===== config.mk =====
export PLATFORM = sky130hd
export DESIGN_NAME = seed_expand_flat
export DESIGN_NICKNAME = d
export VERILOG_FILES = /design/src/rtl/seed_expand_if.sv /design/src/rtl/seed_expand.sv /design/src/flat_wrapper.sv
export SDC_FILE = /design/constraint.sdc
export NUM_CORES = 1
export LEC_CHECK = 0
export ABC_CLOCK_PERIOD_IN_PS = 2650
export CAP_MARGIN = 0
export CELL_PAD_IN_SITES_DETAIL_PLACEMENT = 0
export CELL_PAD_IN_SITES_GLOBAL_PLACEMENT = 2
export CORE_AREA = 2 2 709 711
export CTS_BUF_LIST = sky130_fd_sc_hd__clkbuf_4 sky130_fd_sc_hd__clkbuf_8 sky130_fd_sc_hd__clkbuf_16
export DETAILED_ROUTE_END_ITERATION = 10
export DIE_AREA = 0 0 711 713
export PLACE_DENSITY = 0.42
export SLEW_MARGIN = 20
export SYNTH_ARGS = -nofsm -noshare
export SYNTH_HDL_FRONTEND = slang
export SYNTH_SLANG_ARGS = --single-unit

===== constraint.sdc =====
create_clock -name clk -period 2.65 [get_ports clk]
set_clock_uncertainty 0.05 [all_clocks]
set_input_delay 0.265 -clock clk [delete_from_list [all_inputs] [get_ports clk]]
set_output_delay 0.265 -clock clk [all_outputs]
set_load 0.02 [all_outputs]

===== src/rtl/seed_expand_if.sv =====
// Hash-engine and seed-memory bus of seed_expand.
// master: seed_expand side. It drives the hash request, the message and the
//         seed-memory write port. It receives hash_done and hash_data_out.
// slave : hash engine / seed memory side.
interface seed_expand_if #(
    parameter int unsigned WOTS_LEN = 67,
    parameter int unsigned KEY_LEN  = 256
);
    localparam int unsigned ADDR_W = (WOTS_LEN > 1) ? $clog2(WOTS_LEN) : 1;

    logic                hash_start;
    logic [1023:0]       hash_data_in;
    logic                message_length;
    logic                store_intermediate;
    logic                continue_intermediate;
    logic                hash_done;
    logic [KEY_LEN-1:0]  hash_data_out;
    logic                seed_mem_wr_en;
    logic [ADDR_W-1:0]   seed_mem_wr_addr;
    logic [KEY_LEN-1:0]  seed_mem_wr_data;

    modport master (
        output hash_start, hash_data_in, message_length,
               store_intermediate, continue_intermediate,
               seed_mem_wr_en, seed_mem_wr_addr, seed_mem_wr_data,
        input  hash_done, hash_data_out
    );

    modport slave (
        input  hash_start, hash_data_in, message_length,
               store_intermediate, continue_intermediate,
               seed_mem_wr_en, seed_mem_wr_addr, seed_mem_wr_data,
        output hash_done, hash_data_out
    );
endinterface


===== src/rtl/seed_expand.sv =====
// Expands a secret seed into WOTS_LEN chain seeds: seed_i = PRF(sec_seed, toByte(i,32)).
// Each seed is written to seed memory at address i.
// Ports:
//   clk, reset     - clock and asynchronous active-low reset
//   start/sec_seed - one-cycle request and the seed, latched on acceptance
//   busy/done      - busy during the expansion; done is a one-cycle completion pulse
//   hif (master)   - hash request/response and seed-memory write port
module seed_expand #(
    parameter int unsigned WOTS_LEN              = 67,
    parameter int unsigned KEY_LEN               = 256,
    parameter int unsigned XMSS_HASH_PADDING_PRF = 3
) (
    input  logic               clk,
    input  logic               reset,
    input  logic               start,
    input  logic [KEY_LEN-1:0] sec_seed,
    output logic               busy,
    output logic               done,
    seed_expand_if.master      hif
);
    localparam int unsigned ADDR_W   = (WOTS_LEN > 1) ? $clog2(WOTS_LEN) : 1;
    localparam int unsigned TOBYTE_W = 256;
    localparam int unsigned HASH_W   = 1024;
    localparam int unsigned MSG_W    = 2 * TOBYTE_W + KEY_LEN;
    localparam int unsigned PAD_W    = HASH_W - MSG_W;
    localparam logic [ADDR_W-1:0] LAST_IDX = ADDR_W'(WOTS_LEN - 1);

    typedef enum logic [2:0] {
        IDLE  = 3'd0,
        REQ   = 3'd1,
        WAIT  = 3'd2,
        WRITE = 3'd3,
        FIN   = 3'd4
    } state_t;

    state_t             state_q, state_d;
    logic [ADDR_W-1:0]  cnt_q, cnt_d;
    logic [KEY_LEN-1:0] seed_q, seed_d;

    logic               busy_q, busy_d;
    logic               done_q, done_d;
    logic               hstart_q, hstart_d;
    logic               store_q, store_d;
    logic               cont_q, cont_d;
    logic               wr_en_q, wr_en_d;
    logic [ADDR_W-1:0]  wr_addr_q, wr_addr_d;
    logic [KEY_LEN-1:0] wr_data_q, wr_data_d;

    // State, index, latched seed and registered outputs
    always_ff @(posedge clk or negedge reset) begin
        if (!reset) begin
            state_q   <= IDLE;
            cnt_q     <= '0;
            seed_q    <= '0;
            busy_q    <= 1'b0;
            done_q    <= 1'b0;
            hstart_q  <= 1'b0;
            store_q   <= 1'b0;
            cont_q    <= 1'b0;
            wr_en_q   <= 1'b0;
            wr_addr_q <= '0;
            wr_data_q <= '0;
        end else begin
            state_q   <= state_d;
            cnt_q     <= cnt_d;
            seed_q    <= seed_d;
            busy_q    <= busy_d;
            done_q    <= done_d;
            hstart_q  <= hstart_d;
            store_q   <= store_d;
            cont_q    <= cont_d;
            wr_en_q   <= wr_en_d;
            wr_addr_q <= wr_addr_d;
            wr_data_q <= wr_data_d;
        end
    end

    // Next state. Outputs are decoded from the next state so that they are
    // registered and still line up with the state they belong to.
    always_comb begin
        state_d   = state_q;
        cnt_d     = cnt_q;
        seed_d    = seed_q;
        wr_data_d = wr_data_q;
        wr_addr_d = wr_addr_q;

        unique case (state_q)
            IDLE: begin
                if (start) begin
                    state_d = REQ;
                    cnt_d   = '0;
                    seed_d  = sec_seed;
                end
            end
            REQ:  state_d = WAIT;
            WAIT: begin
                // The hash result is captured directly into the write-data register
                if (hif.hash_done) begin
                    state_d   = WRITE;
                    wr_data_d = hif.hash_data_out;
                end
            end
            WRITE: begin
                if (cnt_q == LAST_IDX) begin
                    state_d = FIN;
                end else begin
                    state_d = REQ;
                    cnt_d   = cnt_q + ADDR_W'(1);
                end
            end
            FIN:     state_d = IDLE;
            default: state_d = IDLE;
        endcase

        busy_d   = (state_d == REQ) || (state_d == WAIT) || (state_d == WRITE);
        done_d   = (state_d == FIN);
        hstart_d = (state_d == REQ);
        wr_en_d  = (state_d == WRITE);
        // The first request stores the first-block state. Later requests resume from it.
        store_d  = ((state_d == REQ) || (state_d == WAIT)) && (cnt_d == '0);
        cont_d   = ((state_d == REQ) || (state_d == WAIT)) && (cnt_d != '0);
        if (state_d == WRITE) begin
            wr_addr_d = cnt_d;
        end
    end

    assign busy = busy_q;
    assign done = done_q;

    assign hif.hash_start            = hstart_q;
    assign hif.store_intermediate    = store_q;
    assign hif.continue_intermediate = cont_q;
    assign hif.message_length        = 1'b0;
    // Message: {toByte(PRF,32), seed, toByte(i,32)}, left-aligned, zero tail
    assign hif.hash_data_in = {TOBYTE_W'(XMSS_HASH_PADDING_PRF), seed_q,
                               TOBYTE_W'(cnt_q), {PAD_W{1'b0}}};
    assign hif.seed_mem_wr_en   = wr_en_q;
    assign hif.seed_mem_wr_addr = wr_addr_q;
    assign hif.seed_mem_wr_data = wr_data_q;
endmodule


===== src/flat_wrapper.sv =====
// flat-port wrapper written by rule: the top's interface ports become plain ports
module seed_expand_flat 
#(
    parameter int unsigned WOTS_LEN              = 67,
    parameter int unsigned KEY_LEN               = 256,
    parameter int unsigned XMSS_HASH_PADDING_PRF = 3
)
  (clk, reset, start, sec_seed, busy, done, hif_hash_start, hif_hash_data_in, hif_message_length, hif_store_intermediate, hif_continue_intermediate, hif_seed_mem_wr_en, hif_seed_mem_wr_addr, hif_seed_mem_wr_data, hif_hash_done, hif_hash_data_out);
  seed_expand_if #(.WOTS_LEN(WOTS_LEN), .KEY_LEN(KEY_LEN)) hif_i ();
  input  logic clk;
  input  logic reset;
  input  logic start;
  input  logic [KEY_LEN-1:0] sec_seed;
  output logic busy;
  output logic done;
  output wire logic [$bits(hif_i.hash_start)-1:0] hif_hash_start;
  output wire logic [$bits(hif_i.hash_data_in)-1:0] hif_hash_data_in;
  output wire logic [$bits(hif_i.message_length)-1:0] hif_message_length;
  output wire logic [$bits(hif_i.store_intermediate)-1:0] hif_store_intermediate;
  output wire logic [$bits(hif_i.continue_intermediate)-1:0] hif_continue_intermediate;
  output wire logic [$bits(hif_i.seed_mem_wr_en)-1:0] hif_seed_mem_wr_en;
  output wire logic [$bits(hif_i.seed_mem_wr_addr)-1:0] hif_seed_mem_wr_addr;
  output wire logic [$bits(hif_i.seed_mem_wr_data)-1:0] hif_seed_mem_wr_data;
  input wire logic [$bits(hif_i.hash_done)-1:0] hif_hash_done;
  input wire logic [$bits(hif_i.hash_data_out)-1:0] hif_hash_data_out;
  assign hif_hash_start = hif_i.hash_start;
  assign hif_hash_data_in = hif_i.hash_data_in;
  assign hif_message_length = hif_i.message_length;
  assign hif_store_intermediate = hif_i.store_intermediate;
  assign hif_continue_intermediate = hif_i.continue_intermediate;
  assign hif_seed_mem_wr_en = hif_i.seed_mem_wr_en;
  assign hif_seed_mem_wr_addr = hif_i.seed_mem_wr_addr;
  assign hif_seed_mem_wr_data = hif_i.seed_mem_wr_data;
  assign hif_i.hash_done = hif_hash_done;
  assign hif_i.hash_data_out = hif_hash_data_out;
  seed_expand #(.WOTS_LEN(WOTS_LEN), .KEY_LEN(KEY_LEN), .XMSS_HASH_PADDING_PRF(XMSS_HASH_PADDING_PRF)) u_core (.clk(clk), .reset(reset), .start(start), .sec_seed(sec_seed), .busy(busy), .done(done), .hif(hif_i));
endmodule

# Word-level counts from Yosys, hierarchy flattened
# Index checks and enable logic that the tools add are counted.
dict set report totals {
  wordCells 36
  register_bits 535
  input_bits 516
}
dict set report classes {
  reduce_logical 9
  mux 7
  addsub 1
  n_eq_ne 8
}
# cell n
set ops {}
lappend ops {{$mux 7} 2}
lappend ops {{$pmux 7 s2} 1}
lappend ops {{$eq 3x2->1 const B} 4}
lappend ops {{$pmux 3 s4} 1}
lappend ops {{$mux 3} 3}
lappend ops {{$add 7x1->7 const B} 1}
lappend ops {{$eq 7x7->1 const B} 1}
lappend ops {{$logic_not 7->1} 1}
lappend ops {{$reduce_bool 7->1} 1}
lappend ops {{$eq 3x1->1 const B} 2}
lappend ops {{$reduce_and 2->1} 2}
lappend ops {{$eq 3x3->1 const B} 1}
lappend ops {{$logic_not 3->1} 1}
lappend ops {{$logic_and 1x1->1} 2}
lappend ops {{$logic_or 1x1->1} 2}

# Longest topological paths before layout
# Gate-level depths: netlist of run 1.
dict set report depth {
  ltp_word 6
  mapped_depth 8
  mapped_depth_nobuf 8
}

# Worst setup path before layout of run 1
# No wires, ideal clock.
dict set report synth_timing {
  kind {register -> register}
  from {register u_core.cnt_q[0]}
  to {register u_core.busy_q (netlist: u_core.busy)}
  period_less_slack_ns 1.994
  path_buffers 0
  stages_incl_launch_ff 8
  arrival_time_ns 1.812
  t_required_ns 2.469
  path_slack_ns 0.656
  path_cell_list {dfrtp_1 > inv_1 > ha_1 > nor4bb_1 > nand2b_1 > o21ai_1 > inv_2 > or3_1}
}
dict set report synth_via {
  elab_chain_cells 6
}
# element line
set synth_lines {}
lappend synth_lines {{start: declaration} seed_expand.sv:37} ;# logic [ADDR_W-1:0] cnt_q, cnt_d;
lappend synth_lines {{start signal: assignment} seed_expand.sv:65} ;# cnt_q <= cnt_d;
lappend synth_lines {{$eq 7x7->1} seed_expand.sv:104} ;# if (cnt_q == LAST_IDX) begin
lappend synth_lines {{$mux 3} seed_expand.sv:104}
lappend synth_lines {{$pmux 3 s4} seed_expand.sv:87} ;# unique case (state_q)
lappend synth_lines {{$eq 3x1->1} -}
lappend synth_lines {{net u_core.hstart_d} seed_expand.sv:42} ;# logic hstart_q, hstart_d;
lappend synth_lines {{$logic_or 1x1->1 (2 in a row)} seed_expand.sv:115} ;# busy_d = (state_d == REQ) || (state_d == WAIT) || (state_d == WRITE);
lappend synth_lines {{net u_core.busy_d} seed_expand.sv:40} ;# logic busy_q, busy_d;
lappend synth_lines {{end signal: assignment} seed_expand.sv:67} ;# busy_q <= busy_d;
lappend synth_lines {{end: declaration} seed_expand.sv:40}
# The timed path passes the listed nets, and every way through them passes these cells.
# A chain may end at the register's enable or synchronous reset.

# Worst setup path in the final report of run 1
dict set report layout_timing {
  from {register u_core.wr_data_q[115] (netlist: u_core.hif.seed_mem_wr_data[115])}
  to {output port hif_seed_mem_wr_data[115]}
}
# element line
set layout_lines {}
lappend layout_lines {{start: declaration} seed_expand.sv:47} ;# logic [KEY_LEN-1:0] wr_data_q, wr_data_d;
lappend layout_lines {{start signal: assignment} seed_expand.sv:74} ;# wr_data_q <= wr_data_d;
lappend layout_lines {{end: declaration} flat_wrapper.sv:23} ;# output wire logic [$bits(hif_i.seed_mem_wr_data)-1:0] hif_seed_mem_wr_data;
# No word-level cell between the ends.

==> results of run 1 <==
==> what timing repair did <==
item,CTS,global route
hold buffers,359,0
setup endpoints to repair,10,6
hold endpoints to repair,768,0
gates resized for setup,13,6
setup buffers,0,0
==> area by class of cell <==
type,instances,area (um2),share of cell area
Timing Repair Buffer,1467,14600,0.300
Sequential cell,535,13400,0.275
Multi-Input combinational cell,2370,9150,0.188
Tap cell,6681,8360,0.172
Clock buffer,122,2560,0.0526
Clock inverter,32,459,0.00943
Antenna cell,71,178,0.00365
Inverter,5,26.3,0.000539
==> tightest hold or removal path, stage by stage <==
cell	delay, ns
clkdlybuf4s50_1	0.48
nand2_1	0.10
nand2_1	0.05
==> layer usage <==
metal	up-vias	track usage	part of all wire
met5	-	0	0.0016
met4	68	0.0149	0.017
met3	387	0.0721	0.16
met2	1449	0.148	0.39
met1	11700	0.135	0.43
li1	10600	-	-
==> report_power, final <==
| group | total [mW] | switching [mW] | internal [mW] | leakage (nW) |
|---|---|---|---|---|
| logic | 28.4 | 19.3 | 9.10 | 13.2 |
| clock network | 12.7 | 5.06 | 7.64 | 1.50 |
| registers | 14.9 | 2.96 | 12.0 | 6.68 |
| total | 56.1 | 27.4 | 28.7 | 21.3 |
==> path summary, 6_finish.rpt <==
kind / start / to / slack, ns
worst min-delay path: sec_seed[102] / u_core.seed_q[102] / 0.07
worst max-delay path: u_core.hif.seed_mem_wr_data[115] / hif_seed_mem_wr_data[115] / 0.14
worst max register to register: u_core.state_q[1] / u_core.seed_q[128] / 0.21
max in group asynchronous: reset / u_core.hif.seed_mem_wr_data[157] / 1.64
min in group asynchronous: reset / u_core.seed_q[224] / 0.12
worst min register to register: u_core.hif.seed_mem_wr_data[103] / u_core.hif.seed_mem_wr_data[103] / 0.42
==> state kept, by name, summed over array words and instances (netlist names) <==
name	flops
u_core.hif.seed_mem_wr_addr	7
u_core.seed_q	256
u_core.busy	1
u_core.cnt_q	7
u_core.hif.seed_mem_wr_en	1
u_core.done	1
u_core.hif.continue_intermediate	1
u_core.hif.seed_mem_wr_data	256
u_core.hif.hash_start	1
u_core.state_q	3
u_core.hif.store_intermediate	1
==> kinds of logic after synthesis <==
kind of cell,count (synthesis)
adder cells (fa/ha/maj),2
XOR/XNOR,2
AND/OR/NAND/NOR,1580
buffers and inverters,887
other,2
flip-flops,535
multiplexers,5
AO/OA/AOI/OAI,19
==> through the flow <==
stage | worst slack (ns) | hold WS [ns]
3_5_place_dp | 0.222 | 0.154
2_1_floorplan | 0.656 | -0.0806
6_report | 0.136 | 0.0654
4_1_cts | 0.000587 | 0.000765
5_1_grt | 0.00613 | 0.0214
3_3_place_gp | 0.225 | 0.156
==> synthesized netlist by cell type (all sizes together), types with 3 or more instances <==
cell / instances / area share
mux2: 3 / 0.0013
nand3: 3 / 0.00058
dfrtp: 535 / 0.52
nor2: 10 / 0.0015
buf: 770 / 0.22
o21ai: 8 / 0.0017
inv: 5 / 0.00073
clkbuf: 112 / 0.016
nand2: 1550 / 0.22
==> impl_metrics.py, run 1 <==
metrics = {
    "status": {
        "outcome": "finished, final reports clean",
    },
    "critical_path": {
        "worstRegToRegCells": 5,
        "worstPathRequired_ns": 2.34,
        "slowest_stage": "clkdlybuf4s50_1",
        "cp-end-kind": "primary output",
        "critical_path_class": "flip-flop to primary output",
        "worst-path-buf-inv": 1,
        "max_stage_delay_ns": 0.99,
        "cp_cell_sequence": "clkdlybuf4s50_1",
        "worstSetupPathDepth": 1,
        "cp.arrival_ns": 2.20,
        "crit_path_max_fanout": 2,
        "cp-start-kind": "flip-flop",
        "critPathTopFamily": "buffers and inverters",
    },
    "clock_tree": {
        "insertion_delay_ns": 0.80,
        "cts_tree": "done",
        "clockBufferDepth": 4,
        "htreeDepth": 3,
        "cts.sinks": 535,
        "path_clk_slew_ns": 0.06,
        "cts_buffers": 88,
        "cts-root-buf": "clkbuf_16",
    },
    "pwr": {
        "leakage_nw": 21.3,
        "p_total_mw": 56.1,
        "powerDensity_nw_per_um2": 1150,
        "peakVddDrop_uv": 505,
    },
    "yosys": {
        "synth_compound_area_frac": 0.00571,
        "synthCells": 3032,
        "netlist_area_um2": 25900,
        "ys.flop_type": "dfrtp_1",
        "synth-adder-area-share": 0.000967,
        "syn_avg_cell_area_um2": 8.53,
        "synthMuxAreaShare": 0.00256,
        "synthDistinctLibCells": 45,
        "synth_xor_area_frac": 0.000677,
        "yosys_warnings": 0,
        "ys_ff_latch": 535,
        "synth-simple-area-share": 0.232,
        "ys_seq_area_frac": 0.517,
        "synth_edf_count": 0,
        "synthArstFlopShare": 1.00,
        "synth_top_family_by_area": "buffers and inverters",
    },
    "global_route": {
        "grt_pass1_wl_um": 336000,
        "grt_use_total": 0.106,
        "overflow": 0,
        "antenna_found_initial": 253,
        "grt_max_degree": 140,
        "grt_pass1_vias": 24000,
    },
    "floorplan": {
        "core_area_um2": 500000,
        "start_util": 0.0518,
        "io_pins": 1810,
        "dieHeight_um": 713,
        "num_rows": 260,
        "die_x_um": 711,
        "dieArea_um2": 507000,
    },
    "cells_and_area": {
        "stdcell_count": 11300,
        "nFillCells": 58100,
        "final_area_um2": 48700,
        "post-route-util": 0.0975,
        "final_cell_mix": "nand2_1 (1550), clkdlybuf4s50_1 (945), conb_1 (762)",
        "nets": 4985,
        "drive_gt1_frac": 0.0695,
        "layout_commonest_cell": "nand2_1",
        "synthToLayoutAreaGrowth_pct": 88.3,
    },
    "sta": {
        "rsz0062_at_grt": "false",
        "slew_headroom": 0.212,
        "setup_viol_count_final": 0,
        "fmax_mhz": 398,
        "final.min_clock_period_ns": 2.51,
        "fin_tns_setup_ns": 0,
        "hold_viol": 0,
        "tightest_slew_ns": 1.18,
        "finalCritPeriodShare": 0.949,
        "final_max_slew_viol_count": 0,
    },
    "place": {
        "hpwl_um": 245000,
        "io_buffers": 1047,
        "place_congestion": 0.791,
        "dpl.cell_count": 10700,
        "place_area_um2": 41900,
    },
    "route": {
        "vias": 24200,
        "wl_um": 279000,
        "drtPass1Iterations": 5,
        "ant_nets": 0,
        "drcViolationCount": 0,
        "vias_per_cell": 2.15,
        "drt_iter0_markers": 1099,
        "avgRoutedWirePerCell_um": 24.7,
    },
    "hold_path": {
        "whs_path_depth": 3,
        "min_path_type": "input port to flip-flop",
    },
    "run": {
        "drv_cap": 0,
    },
}
Power figures use the tool's default switching activity.
==> run 2, diff against run 1 <==
--- a/config.mk
+++ b/config.mk
@@ -11,6 +11,7 @@
 export CELL_PAD_IN_SITES_GLOBAL_PLACEMENT = 2
 export CORE_AREA = 2 2 709 711
 export CTS_BUF_LIST = sky130_fd_sc_hd__clkbuf_4 sky130_fd_sc_hd__clkbuf_8 sky130_fd_sc_hd__clkbuf_16
+export CTS_CLUSTER_DIAMETER = 80
 export DETAILED_ROUTE_END_ITERATION = 10
 export DIE_AREA = 0 0 711 713
 export PLACE_DENSITY = 0.42
==> run 2 against run 1 <==
  * Sequential share of layout area decreased by 0.45 points
  * Fmax down 1.6%
  * First-iteration DRC count grew 9.7%
  * Cell area increased by 1.7%
  * Cell count rose by 0.64%
  * Hold slack better by 0.0031 ns
  * Non-clock buffer count rose by 58
  * Register-to-register slack got worse by 0.05 ns
  * Largest cell class unchanged
  * Largest power group unchanged
==> impl_metrics.py, run 2 (synthesis results as in run 1) <==
metrics = {
    "status": {
        "outcome": "finished, final reports clean",
    },
    "critical_path": {
        "cp-start-kind": "flip-flop",
        "crit_path_max_fanout": 2,
        "cp.arrival_ns": 2.24,
        "critical_path_class": "flip-flop to primary output",
        "critPathTopFamily": "buffers and inverters",
        "max_stage_delay_ns": 1.04,
        "worstRegToRegCells": 5,
        "r2r_start": "u_core.state_q[1]",
        "worstPathRequired_ns": 2.34,
        "cp-end-kind": "primary output",
        "worst-path-buf-inv": 1,
        "cp_cell_sequence": "clkdlybuf4s50_1",
        "worstSetupPathDepth": 1,
        "crit_path_start": "u_core.hif.seed_mem_wr_data[125]",
        "endpoint": "hif_seed_mem_wr_data[125]",
        "reg2reg_slack_ns": 0.16,
        "slowest_stage": "clkdlybuf4s50_1",
        "r2r-end": "u_core.seed_q[129]",
    },
    "route": {
        "wl_um": 279000,
        "avgRoutedWirePerCell_um": 24.6,
        "drcViolationCount": 0,
        "drtPass1Iterations": 5,
        "vias": 24500,
        "vias_per_cell": 2.16,
        "drt_iter0_markers": 1206,
        "ant_nets": 0,
    },
    "pwr": {
        "p_switching_mw": 27.7,
        "p_total_mw": 56.9,
        "pwr-share-comb": 0.502,
        "powerDensity_nw_per_um2": 1150,
        "peakVddDrop_uv": 528,
        "leakage_nw": 21.7,
        "switching_share": 0.487,
        "p_clk_frac": 0.236,
        "p_seq_frac": 0.263,
        "internal-power_mw": 29.2,
    },
    "floorplan": {
        "start_util": 0.0518,
        "num_rows": 260,
        "dieHeight_um": 713,
        "die_x_um": 711,
        "dieArea_um2": 507000,
        "io_pins": 1810,
        "core_area_um2": 500000,
    },
    "global_route": {
        "grt_pass1_wl_um": 337000,
        "overflow": 0,
        "grtUsageMet3": 0.0730,
        "met2_usage": 0.147,
        "use_met1": 0.134,
        "grt_max_degree": 140,
        "grt_pass1_vias": 24400,
        "grt-busiest-layer": "met2",
        "grt_use_total": 0.106,
        "antenna_found_initial": 254,
    },
    "sta": {
        "tightest_slew_ns": 1.15,
        "fin_tns_setup_ns": 0,
        "rsz0062_at_grt": "false",
        "fmax_mhz": 391,
        "hold_viol": 0,
        "slew_headroom": 0.231,
        "finalCritPeriodShare": 0.964,
        "final.min_clock_period_ns": 2.56,
        "setup_viol_count_final": 0,
        "final_max_slew_viol_count": 0,
    },
    "cells_and_area": {
        "layout_commonest_cell": "nand2_1",
        "final_cell_mix": "nand2_1 (1550), clkdlybuf4s50_1 (945), conb_1 (762)",
        "nFillCells": 58100,
        "synthToLayoutAreaGrowth_pct": 91.5,
        "multi_input_area_um2": 9150,
        "ff_latch_area_um2": 13400,
        "nets": 5052,
        "drive_gt1_frac": 0.0719,
    },
    "clock_tree": {
        "cts.sinks": 535,
        "post-cts-setup-buffers": 0,
        "clockBufferDepth": 4,
        "path_clk_slew_ns": 0.06,
        "insertion_delay_ns": 0.86,
        "htreeDepth": 3,
        "cts_tree": "done",
        "cts-root-buf": "clkbuf_16",
        "cts_buffers": 97,
    },
    "place": {
        "place_congestion": 0.791,
        "io_buffers": 1047,
        "hpwl_um": 245000,
    },
    "run": {
        "drv_cap": 0,
    },
    "hold_path": {
        "min_path_type": "input port to flip-flop",
    },
}
[run 2: per-stage QoR]
stage	area, um2	cells	worst slack (ns)	util	hold WS (ns)
5_1_grt	49400	11300	0.00978	0.0989	0.0249
3_3_place_gp	41900	10700	0.225	0.0839	0.156
6_report	49500	11400	0.0945	0.0991	0.0685
2_1_floorplan	28700	3792	0.656	-	-0.0806
4_1_cts	49300	11300	0.000727	0.0988	0.000837
3_5_place_dp	41900	10700	0.222	0.0839	0.154
[run 2: power by group through the flow]
stage	Sequential (mW)	Clock [mW]	Combinational, mW
global route	15.4	14.3	31.3
CTS	15.1	14.2	29.9
finish	14.9	13.4	28.5
global placement	15.1	0	29.1
floorplan	18.5	0	6.73
detailed placement	15.0	0	28.9
[run 2: worst reg2reg max path: stages (launching register included)]
cell	delay (ns)
dfrtp_1	0.54
or4b_4	0.66
buf_12	0.19
buf_12	0.28
nand2_1	0.48
nand2_1	0.08
[run 2: cell type report]
type / count / area share
Timing Repair Buffer: 1525 / 0.306
Sequential cell: 535 / 0.270
Multi-Input combinational cell: 2370 / 0.185
Tap cell: 6681 / 0.169
Clock buffer: 126 / 0.0553
Clock inverter: 42 / 0.0106
Antenna cell: 71 / 0.00359
Inverter: 5 / 0.000530
[run 2: metal layers]
| layer | wire [um] | share of wire |
|---|---|---|
| met5 | 375 | 0.0013 |
| met3 | 44000 | 0.16 |
| met4 | 6020 | 0.022 |
| met2 | 109000 | 0.39 |
| met1 | 120000 | 0.43 |
[run 2: timing repair]
action,in CTS,in global routing
hold buffers,417,0
setup endpoints to repair,12,4
endpoints found under the hold margin,823,0
gates resized for setup,18,4
pin swaps,0,0
[run 2: worst min path at each step]
| stage | slack [ns] | start | depth (start not counted) | endpoint |
|---|---|---|---|---|
| 2_1_floorplan | -0.08 | reset | 0 | u_core.busy |
| 3_3_place_gp | 0.16 | reset | 1 | u_core.seed_q[215] |
| 3_5_place_dp | 0.15 | reset | 1 | u_core.seed_q[224] |
| 4_1_cts | 0.0008 | sec_seed[175] | 3 | u_core.seed_q[175] |
| 5_1_grt | 0.02 | hif_hash_data_out[123] | 3 | u_core.hif.seed_mem_wr_data[123] |
| 6_report | 0.07 | hif_hash_data_out[132] | 3 | u_core.hif.seed_mem_wr_data[132] |
